==> src/rtl/button_step_conditioner_pkg.sv <==
// Shared definitions for the push-button step conditioner: FSM encoding and
// the sizing helper for its shared timer.
package button_step_conditioner_pkg;

    typedef enum logic [2:0] {
        IDLE         = 3'd0,
        PRESS_WAIT   = 3'd1,
        HELD         = 3'd2,
        REPEATING    = 3'd3,
        RELEASE_WAIT = 3'd4
    } state_t;

    // Width able to hold the largest of the three interval counts.
    function automatic int timer_width(input int a, input int b, input int c);
        int m;
        m = a;
        if (b > m) m = b;
        if (c > m) m = c;
        return (m < 1) ? 1 : $clog2(m + 1);
    endfunction

endpackage

==> src/rtl/bit_synchronizer.sv <==
// Multi-flop synchroniser for a single asynchronous bit; q is the last stage.
module bit_synchronizer #(
    parameter int STAGES = 2
) (
    input  logic clk,
    input  logic reset,
    input  logic d,
    output logic q
);

    logic [STAGES-1:0] chain;

    always_ff @(posedge clk) begin
        if (reset) begin
            chain <= '0;
        end else begin
            chain <= {chain[STAGES-2:0], d};
        end
    end

    assign q = chain[STAGES-1];

endmodule

==> src/rtl/button_step_conditioner.sv <==
// Turns a raw bouncing push-button into clean press/release/auto-repeat pulses;
// step_pulse feeds the enable of the downstream up-counter.
module button_step_conditioner
    import button_step_conditioner_pkg::*;
#(
    parameter int SYNC_STAGES   = 2,
    parameter int STABLE_CYCLES = 500000,
    parameter int HOLD_CYCLES   = 25000000,
    parameter int REPEAT_CYCLES = 5000000
) (
    input  logic clk,
    input  logic reset,
    input  logic btn_in,
    output logic btn_level,
    output logic press_pulse,
    output logic release_pulse,
    output logic repeat_pulse,
    output logic step_pulse
);

    localparam int TW = timer_width(STABLE_CYCLES, HOLD_CYCLES, REPEAT_CYCLES);
    localparam logic [TW-1:0] STABLE_T = TW'(STABLE_CYCLES);
    localparam logic [TW-1:0] HOLD_T   = TW'(HOLD_CYCLES);
    localparam logic [TW-1:0] REPEAT_T = TW'(REPEAT_CYCLES);

    logic          s;
    state_t        state, state_next;
    logic [TW-1:0] timer, timer_next, timer_inc;
    logic          level_next, press_next, release_next, repeat_next;

    bit_synchronizer #(
        .STAGES(SYNC_STAGES)
    ) u_sync (
        .clk  (clk),
        .reset(reset),
        .d    (btn_in),
        .q    (s)
    );

    // Saturating increment: a long hold must never wrap back into a false match.
    assign timer_inc = (&timer) ? timer : timer + TW'(1);

    always_ff @(posedge clk) begin
        if (reset) begin
            state         <= IDLE;
            timer         <= '0;
            btn_level     <= 1'b0;
            press_pulse   <= 1'b0;
            release_pulse <= 1'b0;
            repeat_pulse  <= 1'b0;
        end else begin
            state         <= state_next;
            timer         <= timer_next;
            btn_level     <= level_next;
            press_pulse   <= press_next;
            release_pulse <= release_next;
            repeat_pulse  <= repeat_next;
        end
    end

    // The timer counts accepted samples, so a transition sample counts as one;
    // with STABLE_CYCLES=1 that first sample alone is enough to commit.
    always_comb begin
        state_next   = state;
        timer_next   = timer_inc;
        level_next   = btn_level;
        press_next   = 1'b0;
        release_next = 1'b0;
        repeat_next  = 1'b0;
        case (state)
            IDLE: begin
                timer_next = '0;
                if (s) begin
                    if (STABLE_CYCLES <= 1) begin
                        state_next = HELD;
                        level_next = 1'b1;
                        press_next = 1'b1;
                    end else begin
                        state_next = PRESS_WAIT;
                        timer_next = TW'(1);
                    end
                end
            end
            PRESS_WAIT: begin
                if (!s) begin
                    state_next = IDLE;
                    timer_next = '0;
                end else if (timer_inc >= STABLE_T) begin
                    state_next = HELD;
                    timer_next = '0;
                    level_next = 1'b1;
                    press_next = 1'b1;
                end
            end
            HELD, REPEATING: begin
                if (!s) begin
                    if (STABLE_CYCLES <= 1) begin
                        state_next   = IDLE;
                        timer_next   = '0;
                        level_next   = 1'b0;
                        release_next = 1'b1;
                    end else begin
                        state_next = RELEASE_WAIT;
                        timer_next = TW'(1);
                    end
                end else if (state == HELD) begin
                    if (HOLD_CYCLES > 0 && timer_inc >= HOLD_T) begin
                        state_next  = REPEATING;
                        timer_next  = '0;
                        repeat_next = 1'b1;
                    end
                end else if (timer_inc >= REPEAT_T) begin
                    timer_next  = '0;
                    repeat_next = 1'b1;
                end
            end
            RELEASE_WAIT: begin
                // A bounce back high restarts the hold delay without a new press.
                if (s) begin
                    state_next = HELD;
                    timer_next = '0;
                end else if (timer_inc >= STABLE_T) begin
                    state_next   = IDLE;
                    timer_next   = '0;
                    level_next   = 1'b0;
                    release_next = 1'b1;
                end
            end
            default: begin
                state_next = IDLE;
                timer_next = '0;
            end
        endcase
    end

    assign step_pulse = press_pulse | repeat_pulse;

endmodule
==> config.mk <==
export PLATFORM = sky130hd
export DESIGN_NAME = button_step_conditioner
export DESIGN_NICKNAME = d
export VERILOG_FILES = /design/src/rtl/button_step_conditioner_pkg.sv /design/src/rtl/bit_synchronizer.sv /design/src/rtl/button_step_conditioner.sv
export SDC_FILE = /design/constraint.sdc
export NUM_CORES = 1
export LEC_CHECK = 0
export BUFFER_PORTS_ARGS = -buffer_cell sky130_fd_sc_hd__buf_2
export CORE_MARGIN = 2
export CORE_UTILIZATION = 40
export CTS_CLUSTER_DIAMETER = 30
export CTS_CLUSTER_SIZE = 28
export DETAILED_ROUTE_END_ITERATION = 10
export HOLD_SLACK_MARGIN = 0.06
export PLACE_DENSITY_LB_ADDON = 0.3
export SLEW_MARGIN = 10
export SYNTH_ARGS = -nofsm -noshare
export SYNTH_HDL_FRONTEND = slang
export SYNTH_SLANG_ARGS = --single-unit
==> constraint.sdc <==
create_clock -name clk -period 3 [get_ports clk]
set_input_delay 0.3 -clock clk [delete_from_list [all_inputs] [get_ports clk]]
set_output_delay 0.3 -clock clk [all_outputs]
set_load 0.005 [all_outputs]
==> impl_metrics.sql, run 1 <==
INSERT INTO impl_metrics (metric_group, metric, value, unit) VALUES
('cells_and_area', 'synthToLayoutAreaGrowth', '43.5', '%'),
('worst_setup_path', 'critPathRequiredTime', '3.16', 'ns'),
('worst_setup_path', 'cp_top_family', 'simple AND/OR/NAND/NOR gates', ''),
('global_routing', 'grt_antenna_before_repair', '0', ''),
('floorplan', 'dieWidth', '84.0', 'um'),
('route', 'detail_route.wl_per_cell', '18.6', 'um'),
('clock_tree', 'clock_sink_count', '34', ''),
('sta', 'fmaxAchievable', '323', 'MHz'),
('power_and_ir_drop', 'power.share.switching', '19.3', '%'),
('route', 'dr_total_vias', '3015', ''),
('sta', 'final_ws_setup', '-0.0946', 'ns'),
('worst_setup_path', 'worstSetupStartpointType', 'register', ''),
('floorplan', 'die_h', '84.0', 'um'),
('sta', 'worst_tran_pin_value', '0.476', 'ns'),
('place', 'hpwl', '6.27', 'mm'),
('cells_and_area', 'antenna-diode-count', '0', ''),
('worst_setup_path', 'cp_data_arrival_time', '3.25', 'ns'),
('clock_tree', 'cts.root.buffer_cell', 'sky130_fd_sc_hd__clkbuf_8', ''),
('worst_setup_path', 'cp_num_buf_inv', '2', ''),
('power_and_ir_drop', 'p_per_area', '276', 'mW/mm^2'),
('global_routing', 'first_pass_grt_wire_length', '14.3', 'mm'),
('clock_tree', 'worst_skew_pair.late_latency', '0.29', 'ns'),
('place', 'port_buffers', '7', ''),
('sta', 'timing_max_transition_violations_final', '0', ''),
('clock_tree', 'tritoncts', 'done', ''),
('cells_and_area', 'final_cell_count_no_fill', '491', ''),
('synth', 'synthCells', '336', ''),
('floorplan', 'core_region_area', '0.00628', 'mm^2'),
('floorplan', 'floorplan.initialDensity', '40.8', '%'),
('floorplan', 'num_io_pins', '8', ''),
('power_and_ir_drop', 'power_frac_seq', '44.8', '%'),
('run_status', 'status', 'finished, violations left', ''),
('power_and_ir_drop', 'switchingPower', '0.196', 'mW'),
('sta', 'final-setup-viol-count', '27', ''),
('floorplan', 'design.die.area', '0.00705', 'mm^2'),
('floorplan', 'rows', '29', ''),
('worst_setup_path', 'critPathSlowestCell', 'sky130_fd_sc_hd__or4_4', ''),
('power_and_ir_drop', 'power_frac_clock', '52.5', '%'),
('power_and_ir_drop', 'irDropWorstVdd', '0.193', 'mV'),
('route', 'avgViaCountPerCell', '6.14', ''),
('power_and_ir_drop', 'power_frac_comb', '2.7', '%'),
('global_routing', 'grt_overflow_total', '0', ''),
('run_status', 'violations', 'negative setup slack', ''),
('synth', 'synth-edff-count', '0', ''),
('place', 'gpl.final_weighted_congestion', '1.12', ''),
('worst_setup_path', 'worst-path-max-fanout', '8', ''),
('synth', 'yosysUniqueCellTypes', '62', ''),
('sta', 'final_min_period_over_clock_period', '103', '%'),
('route', 'number_of_detailed_route_iterations_in_the_first_pass', '5', ''),
('route', 'drcViolationCount', '0', ''),
('synth', 'synth_fp_nets', '340', ''),
('synth', 'post_synthesis_mean_instance_area', '7.62', 'um^2'),
('synth', 'synth-seq-area-share', '26.6', '%'),
('power_and_ir_drop', 'static_leakage', '1.44', 'nW'),
('synth', 'synth.cell_area', '0.00256', 'mm^2'),
('clock_tree', 'cts_buf_count', '5', ''),
('worst_hold_path', 'min-delay-path-class', 'input port to register', ''),
('cells_and_area', 'drive_above_1_share', '38.2', '%'),
('route', 'ant_nets', '0', ''),
('clock_tree', 'clk_pin_slew_worst_paths', '0.07', 'ns'),
('sta', 'final_total_negative_setup_slack', '-1.47', 'ns'),
('clock_tree', 'clockBufferDepth', '2', ''),
('route', 'drtIter0Drc', '222', ''),
('place', 'numPlacedInstances', '469', ''),
('cells_and_area', 'finish.net_count', '417', ''),
('sta', 'period_minus_slack', '3.09', 'ns'),
('synth', 'yosys_register_bits', '34', ''),
('sta', 'timing_hold_violations_final', '0', ''),
('worst_setup_path', 'path_class', 'register to register', ''),
('worst_setup_path', 'critical-path-max-stage-delay', '0.58', 'ns'),
('job', 'cap_viol_max_count', '0', '');
per-layer routing:
layer | track usage (%) | wire length, um | up-vias
met5 | 0 | 0 | -
met2 | 42.0 | 4410 | 160
met1 | 34.0 | 3910 | 1426
met4 | 8.80 | 214 | 0
met3 | 2.37 | 623 | 21
li1 | - | - | 1408
synthesized netlist by cell type (3+ instances only):
cell type,number,area [um^2]
sky130_fd_sc_hd__nor4_1,9,56.3
sky130_fd_sc_hd__o21ai_2,4,35.0
sky130_fd_sc_hd__o31ai_1,5,37.5
sky130_fd_sc_hd__xor2_1,5,43.8
sky130_fd_sc_hd__or4_1,3,22.5
sky130_fd_sc_hd__or3_1,4,25.0
sky130_fd_sc_hd__o21ai_0,16,80.1
sky130_fd_sc_hd__nand3_1,14,70.1
sky130_fd_sc_hd__a21oi_1,15,75.1
sky130_fd_sc_hd__o2111ai_1,5,43.8
sky130_fd_sc_hd__mux2i_1,4,40.0
sky130_fd_sc_hd__and2_1,5,31.3
sky130_fd_sc_hd__clkbuf_1,11,41.3
sky130_fd_sc_hd__a211oi_1,5,37.5
sky130_fd_sc_hd__xnor2_1,18,158
sky130_fd_sc_hd__nor2_1,29,109
sky130_fd_sc_hd__nor4b_1,3,26.3
sky130_fd_sc_hd__or2_2,4,25.0
sky130_fd_sc_hd__dfxtp_1,34,681
sky130_fd_sc_hd__nor2b_1,4,25.0
sky130_fd_sc_hd__and4_1,7,61.3
sky130_fd_sc_hd__o211ai_1,5,37.5
sky130_fd_sc_hd__buf_2,9,45.0
sky130_fd_sc_hd__and3_1,9,56.3
sky130_fd_sc_hd__inv_1,7,26.3
sky130_fd_sc_hd__nand2_1,37,139
sky130_fd_sc_hd__nand4_1,13,81.3
sky130_fd_sc_hd__nor3_1,12,60.1
timing repair:
item / in CTS / in global routing
gates cloned: 1 / 1
gates resized for setup: 26 / 22
pin swaps: 9 / 8
setup buffers: 8 / 4
hold buffers: 0 / 0
setup endpoints to repair: 30 / 31
final cells by class:
type	count	area, um^2
Fill cell	547	2610
Multi-Input combinational cell	271	1980
Timing Repair Buffer	94	742
Sequential cell	34	688
Tap cell	77	96.3
Clock buffer	6	82.6
Clock inverter	2	60.1
Inverter	7	26.3
sequential cells by signal, indices dropped and copies added (netlist names):
register and flops:
press_pulse 1, u_sync.chain 2, state 3, btn_level 1, release_pulse 1, timer 25, repeat_pulse 1
metrics by stage:
| stage | hold WS, ns | power (mW) | cell area [um^2] | utilization, % | worst slack [ns] |
|---|---|---|---|---|---|
| finish | 0.216 | 1.01 | 3670 | 58.5 | -0.0946 |
| global route | 0.229 | 1.03 | 3670 | 58.5 | -0.234 |
| floorplan | 0.414 | 0.479 | 2620 | - | -0.0440 |
| detailed placement | 0.440 | 0.488 | 3180 | 50.7 | -0.284 |
| CTS | 0.217 | 1.01 | 3530 | 56.3 | -0.0487 |
| global placement | 0.421 | 0.488 | 3180 | 50.7 | -0.252 |
cell usage in the layout (no fill, tap or decap), types with 4 or more instances in the layout:
cell                         n
sky130_fd_sc_hd__o21ai_0     8
sky130_fd_sc_hd__a211oi_1    4
sky130_fd_sc_hd__o31ai_1     5
sky130_fd_sc_hd__or2_2       4
sky130_fd_sc_hd__nor2b_1     4
sky130_fd_sc_hd__o2111ai_1   4
sky130_fd_sc_hd__nor4_2      5
sky130_fd_sc_hd__buf_2       7
sky130_fd_sc_hd__clkbuf_8    6
sky130_fd_sc_hd__and2_1      5
sky130_fd_sc_hd__xor2_1      5
sky130_fd_sc_hd__and4_1      7
sky130_fd_sc_hd__nand3_1     9
sky130_fd_sc_hd__nor4_1      5
sky130_fd_sc_hd__a21oi_1    12
sky130_fd_sc_hd__and3_1      9
sky130_fd_sc_hd__dfxtp_1    32
sky130_fd_sc_hd__nor2_1     26
sky130_fd_sc_hd__o211ai_1    5
sky130_fd_sc_hd__buf_4      81
sky130_fd_sc_hd__nor3_1     11
sky130_fd_sc_hd__mux2i_1     4
sky130_fd_sc_hd__o21ai_2     5
sky130_fd_sc_hd__xnor2_1    14
sky130_fd_sc_hd__o21ai_1     5
sky130_fd_sc_hd__inv_1       7
sky130_fd_sc_hd__nand2_1    36
sky130_fd_sc_hd__nand4_1    13
sky130_fd_sc_hd__nand3_2     6
cell families after synthesis:
group	after synthesis	share of synthesized area [%]
flops	34	26.6
simple gates	164	35.3
mux	4	1.56
fa+ha+maj	1	0.489
xor+xnor	23	7.87
compound gates	79	22.4
buf+inv	31	5.72
final timing paths:
check,start,to,slack [ns],cells past startpoint
setup / recovery,timer[1],timer[2],-0.09,11
hold / removal,btn_in,u_sync.chain[0],0.22,2
setup reg to reg,timer[1],timer[2],-0.09,11
hold reg to reg,u_sync.chain[0],u_sync.chain[1],0.45,1
power groups by stage:
stage	clock, mW	combinational, mW	sequential, mW
after CTS	0.534	0.0250	0.454
final	0.532	0.0269	0.454
after floorplan	0	0.0153	0.464
after global routing	0.550	0.0288	0.454
after detailed placement	0	0.0231	0.464
after global placement	0	0.0232	0.464
Note: power is estimated with default switching activity, not from simulation.
==> inputs of run 2 (changes only) <==
--- a/config.mk
+++ b/config.mk
@@ -6,6 +6,8 @@
 export NUM_CORES = 1
 export LEC_CHECK = 0
 export BUFFER_PORTS_ARGS = -buffer_cell sky130_fd_sc_hd__buf_2
+export CAP_MARGIN = 20
+export CORE_ASPECT_RATIO = 2
 export CORE_MARGIN = 2
 export CORE_UTILIZATION = 40
 export CTS_CLUSTER_DIAMETER = 30
==> run 2 against run 1 <==
  * The run still ends with negative setup slack left
  * Maximum frequency fell by 5.6%
  * Utilization is 0.56 points lower
  * Total power is 6.8% higher
  * Largest power group unchanged
  * Sequential power about the same
  * Register-to-register slack worse by 0.18 ns
==> impl_metrics.sql, run 2 (synthesis results as in run 1) <==
INSERT INTO impl_metrics (metric_group, metric, value, unit) VALUES
('run_status', 'status', 'finished, violations left', ''),
('run_status', 'violations', 'negative setup slack', ''),
('worst_setup_path', 'critPathRequiredTime', '3.14', 'ns'),
('cells_and_area', 'reg_top3', 'timer: 25 flops, state: 3 flops, u_sync.chain: 2 flops', ''),
('place', 'numPlacedInstances', '473', ''),
('route', 'drcViolationCount', '0', ''),
('place', 'port_buffers', '7', ''),
('floorplan', 'die_h', '117', 'um'),
('worst_setup_path', 'regToRegEndpoint', 'timer[0]', ''),
('sta', 'final-setup-viol-count', '29', ''),
('sta', 'final_total_negative_setup_slack', '-4.25', 'ns'),
('cells_and_area', 'flip_flop_count_of_the_largest_register_all_copies_and_words_added', '25', ''),
('clock_tree', 'worst_skew_pair.late_latency', '0.28', 'ns'),
('route', 'dr_total_vias', '2995', ''),
('place', 'gpl.final_weighted_congestion', '0.997', ''),
('clock_tree', 'clockBufferDepth', '2', ''),
('sta', 'period_minus_slack', '3.28', 'ns'),
('worst_setup_path', 'rrSetupSlack', '-0.28', 'ns'),
('global_routing', 'grt_overflow_total', '0', ''),
('cells_and_area', 'final_common_cell', 'sky130_fd_sc_hd__buf_4', ''),
('place', 'placed_instance_area', '0.00315', 'mm^2'),
('worst_hold_path', 'min_path_cells', '2', ''),
('floorplan', 'dieWidth', '60.6', 'um'),
('sta', 'max-slew-margin-rel', '66.0', '%'),
('global_routing', 'groute.usage.overall', '30.4', '%'),
('clock_tree', 'clk_pin_slew_worst_paths', '0.05', 'ns'),
('cells_and_area', 'final_cell_count_no_fill', '498', ''),
('global_routing', 'grt_max_degree', '13', ''),
('global_routing', 'via_count_of_the_first_global_routing_pass', '2953', ''),
('global_routing', 'grt_antenna_before_repair', '0', ''),
('clock_tree', 'clock_sink_count', '34', ''),
('clock_tree', 'cts.root.buffer_cell', 'sky130_fd_sc_hd__clkbuf_16', ''),
('cells_and_area', 'finish.net_count', '415', ''),
('worst_setup_path', 'path_class', 'register to register', ''),
('worst_setup_path', 'worstSetupStartpointType', 'register', ''),
('route', 'routed_wl', '10.2', 'mm'),
('sta', 'fmaxAchievable', '305', 'MHz'),
('cells_and_area', 'top_register', 'timer', ''),
('power_and_ir_drop', 'p_per_area', '298', 'mW/mm^2'),
('clock_tree', 'number_of_levels_the_h_tree_was_split_into', '2', ''),
('floorplan', 'num_io_pins', '8', ''),
('floorplan', 'design.die.area', '0.00709', 'mm^2'),
('clock_tree', 'cts_buf_count', '5', ''),
('global_routing', 'first_pass_grt_wire_length', '15.4', 'mm'),
('clock_tree', 'tritoncts', 'done', ''),
('power_and_ir_drop', 'static_leakage', '1.42', 'nW'),
('sta', 'final_ws_setup', '-0.280', 'ns'),
('sta', 'timing_max_transition_violations_final', '0', ''),
('worst_setup_path', 'worst-r2r-cell-count', '11', ''),
('route', 'number_of_detailed_route_iterations_in_the_first_pass', '4', ''),
('clock_tree', 'post_cts_hold_buffer_count', '0', ''),
('cells_and_area', 'drive_above_1_share', '35.4', '%'),
('worst_setup_path', 'worst-path-max-fanout', '4', ''),
('place', 'hpwl', '7.28', 'mm'),
('cells_and_area', 'synthToLayoutAreaGrowth', '41.7', '%'),
('route', 'avgViaCountPerCell', '6.01', ''),
('power_and_ir_drop', 'irDropWorstVdd', '0.364', 'mV'),
('route', 'ant_nets', '0', ''),
('floorplan', 'core_region_area', '0.00626', 'mm^2'),
('worst_setup_path', 'reg2reg_from', 'timer[1]', ''),
('cells_and_area', 'most-common-layout-cells', 'sky130_fd_sc_hd__buf_4 (75), sky130_fd_sc_hd__nand2_1 (37), sky130_fd_sc_hd__dfxtp_1 (32)', ''),
('sta', 'rsz0062_at_grt', 'yes', ''),
('worst_setup_path', 'cp_data_arrival_time', '3.42', 'ns'),
('sta', 'clock_skew', '0.00632', 'ns'),
('floorplan', 'floorplan.initialDensity', '40.9', '%'),
('power_and_ir_drop', 'total_power', '1.08', 'mW'),
('job', 'cap_viol_max_count', '0', ''),
('cells_and_area', 'antenna-diode-count', '0', ''),
('cells_and_area', 'design_area', '0.00363', 'mm^2'),
('route', 'detail_route.wl_per_cell', '20.5', 'um'),
('worst_hold_path', 'min-delay-path-class', 'input port to register', ''),
('worst_setup_path', 'worst_setup_path_startpoint', 'timer[1]', ''),
('floorplan', 'rows', '41', ''),
('route', 'drtIter0Drc', '152', ''),
('sta', 'final_min_period_over_clock_period', '109', '%'),
('worst_setup_path', 'setup.worst_path.end', 'timer[0]', ''),
('sta', 'worst_tran_pin_value', '0.506', 'ns'),
('worst_setup_path', 'cp-end-kind', 'register', ''),
('sta', 'timing_hold_violations_final', '0', '');
-- run 2: layout make-up --
class	count	area, um^2
Multi-Input combinational cell	274	1950
Clock buffer	7	143
Timing Repair Buffer	89	683
Inverter	7	26.3
Fill cell	585	2630
Sequential cell	34	688
Clock inverter	1	30.0
Tap cell	86	108
-- run 2: metal layers --
layer / up-vias / global-route usage, % / wire, um
met5: - / 0 / 0
met4: 0 / 27.5 / 905
met3: 52 / 4.18 / 333
met2: 112 / 53.8 / 5690
met1: 1414 / 28.4 / 3300
li1: 1417 / - / -
-- run 2: how the worst min path moves through the flow --
stage,startpoint,end
after floorplan,u_sync.chain[0],u_sync.chain[1]
after global placement,u_sync.chain[0],u_sync.chain[1]
after detailed placement,u_sync.chain[0],u_sync.chain[1]
after CTS,btn_in,u_sync.chain[0]
after global routing,btn_in,u_sync.chain[0]
final,btn_in,u_sync.chain[0]
-- run 2: power by group --
part	total [mW]	switching [mW]	internal, mW
clock network	0.599	0.185	0.414
registers	0.455	0.00260	0.453
logic	0.0270	0.0157	0.0113
total	1.08	0.203	0.878
-- run 2: worst max-delay path, cell delays in order (launching register included) --
cell	delay, ns
sky130_fd_sc_hd__dfxtp_4	0.35
sky130_fd_sc_hd__ha_4	0.13
sky130_fd_sc_hd__nand4_1	0.12
sky130_fd_sc_hd__buf_4	0.19
sky130_fd_sc_hd__or4_4	0.57
sky130_fd_sc_hd__o21ai_0	0.15
sky130_fd_sc_hd__o211ai_1	0.13
sky130_fd_sc_hd__or4b_4	0.57
sky130_fd_sc_hd__o2111ai_2	0.21
sky130_fd_sc_hd__nand3_1	0.14
sky130_fd_sc_hd__a222oi_1	0.44
sky130_fd_sc_hd__o32ai_1	0.14
-- run 2: metrics by stage --
step / hold WS, ns / setup WS, ns / utilization [%]
global placement: 0.425 / -0.271 / 50.4
detailed placement: 0.443 / -0.279 / 50.4
floorplan: 0.414 / -0.0440 / -
finish: 0.229 / -0.280 / 57.9
global route: 0.246 / -0.429 / 57.9
CTS: 0.234 / -0.195 / 56.7
-- run 2: timing repair --
| item | in CTS | in global routing |
|---|---|---|
| pin swaps | 13 | 10 |
| buffers inserted | 8 | 6 |
| resized for setup | 28 | 10 |
| gates cloned | 3 | 1 |
| endpoints found under the hold margin | 0 | 0 |
| setup endpoints to repair | 30 | 32 |
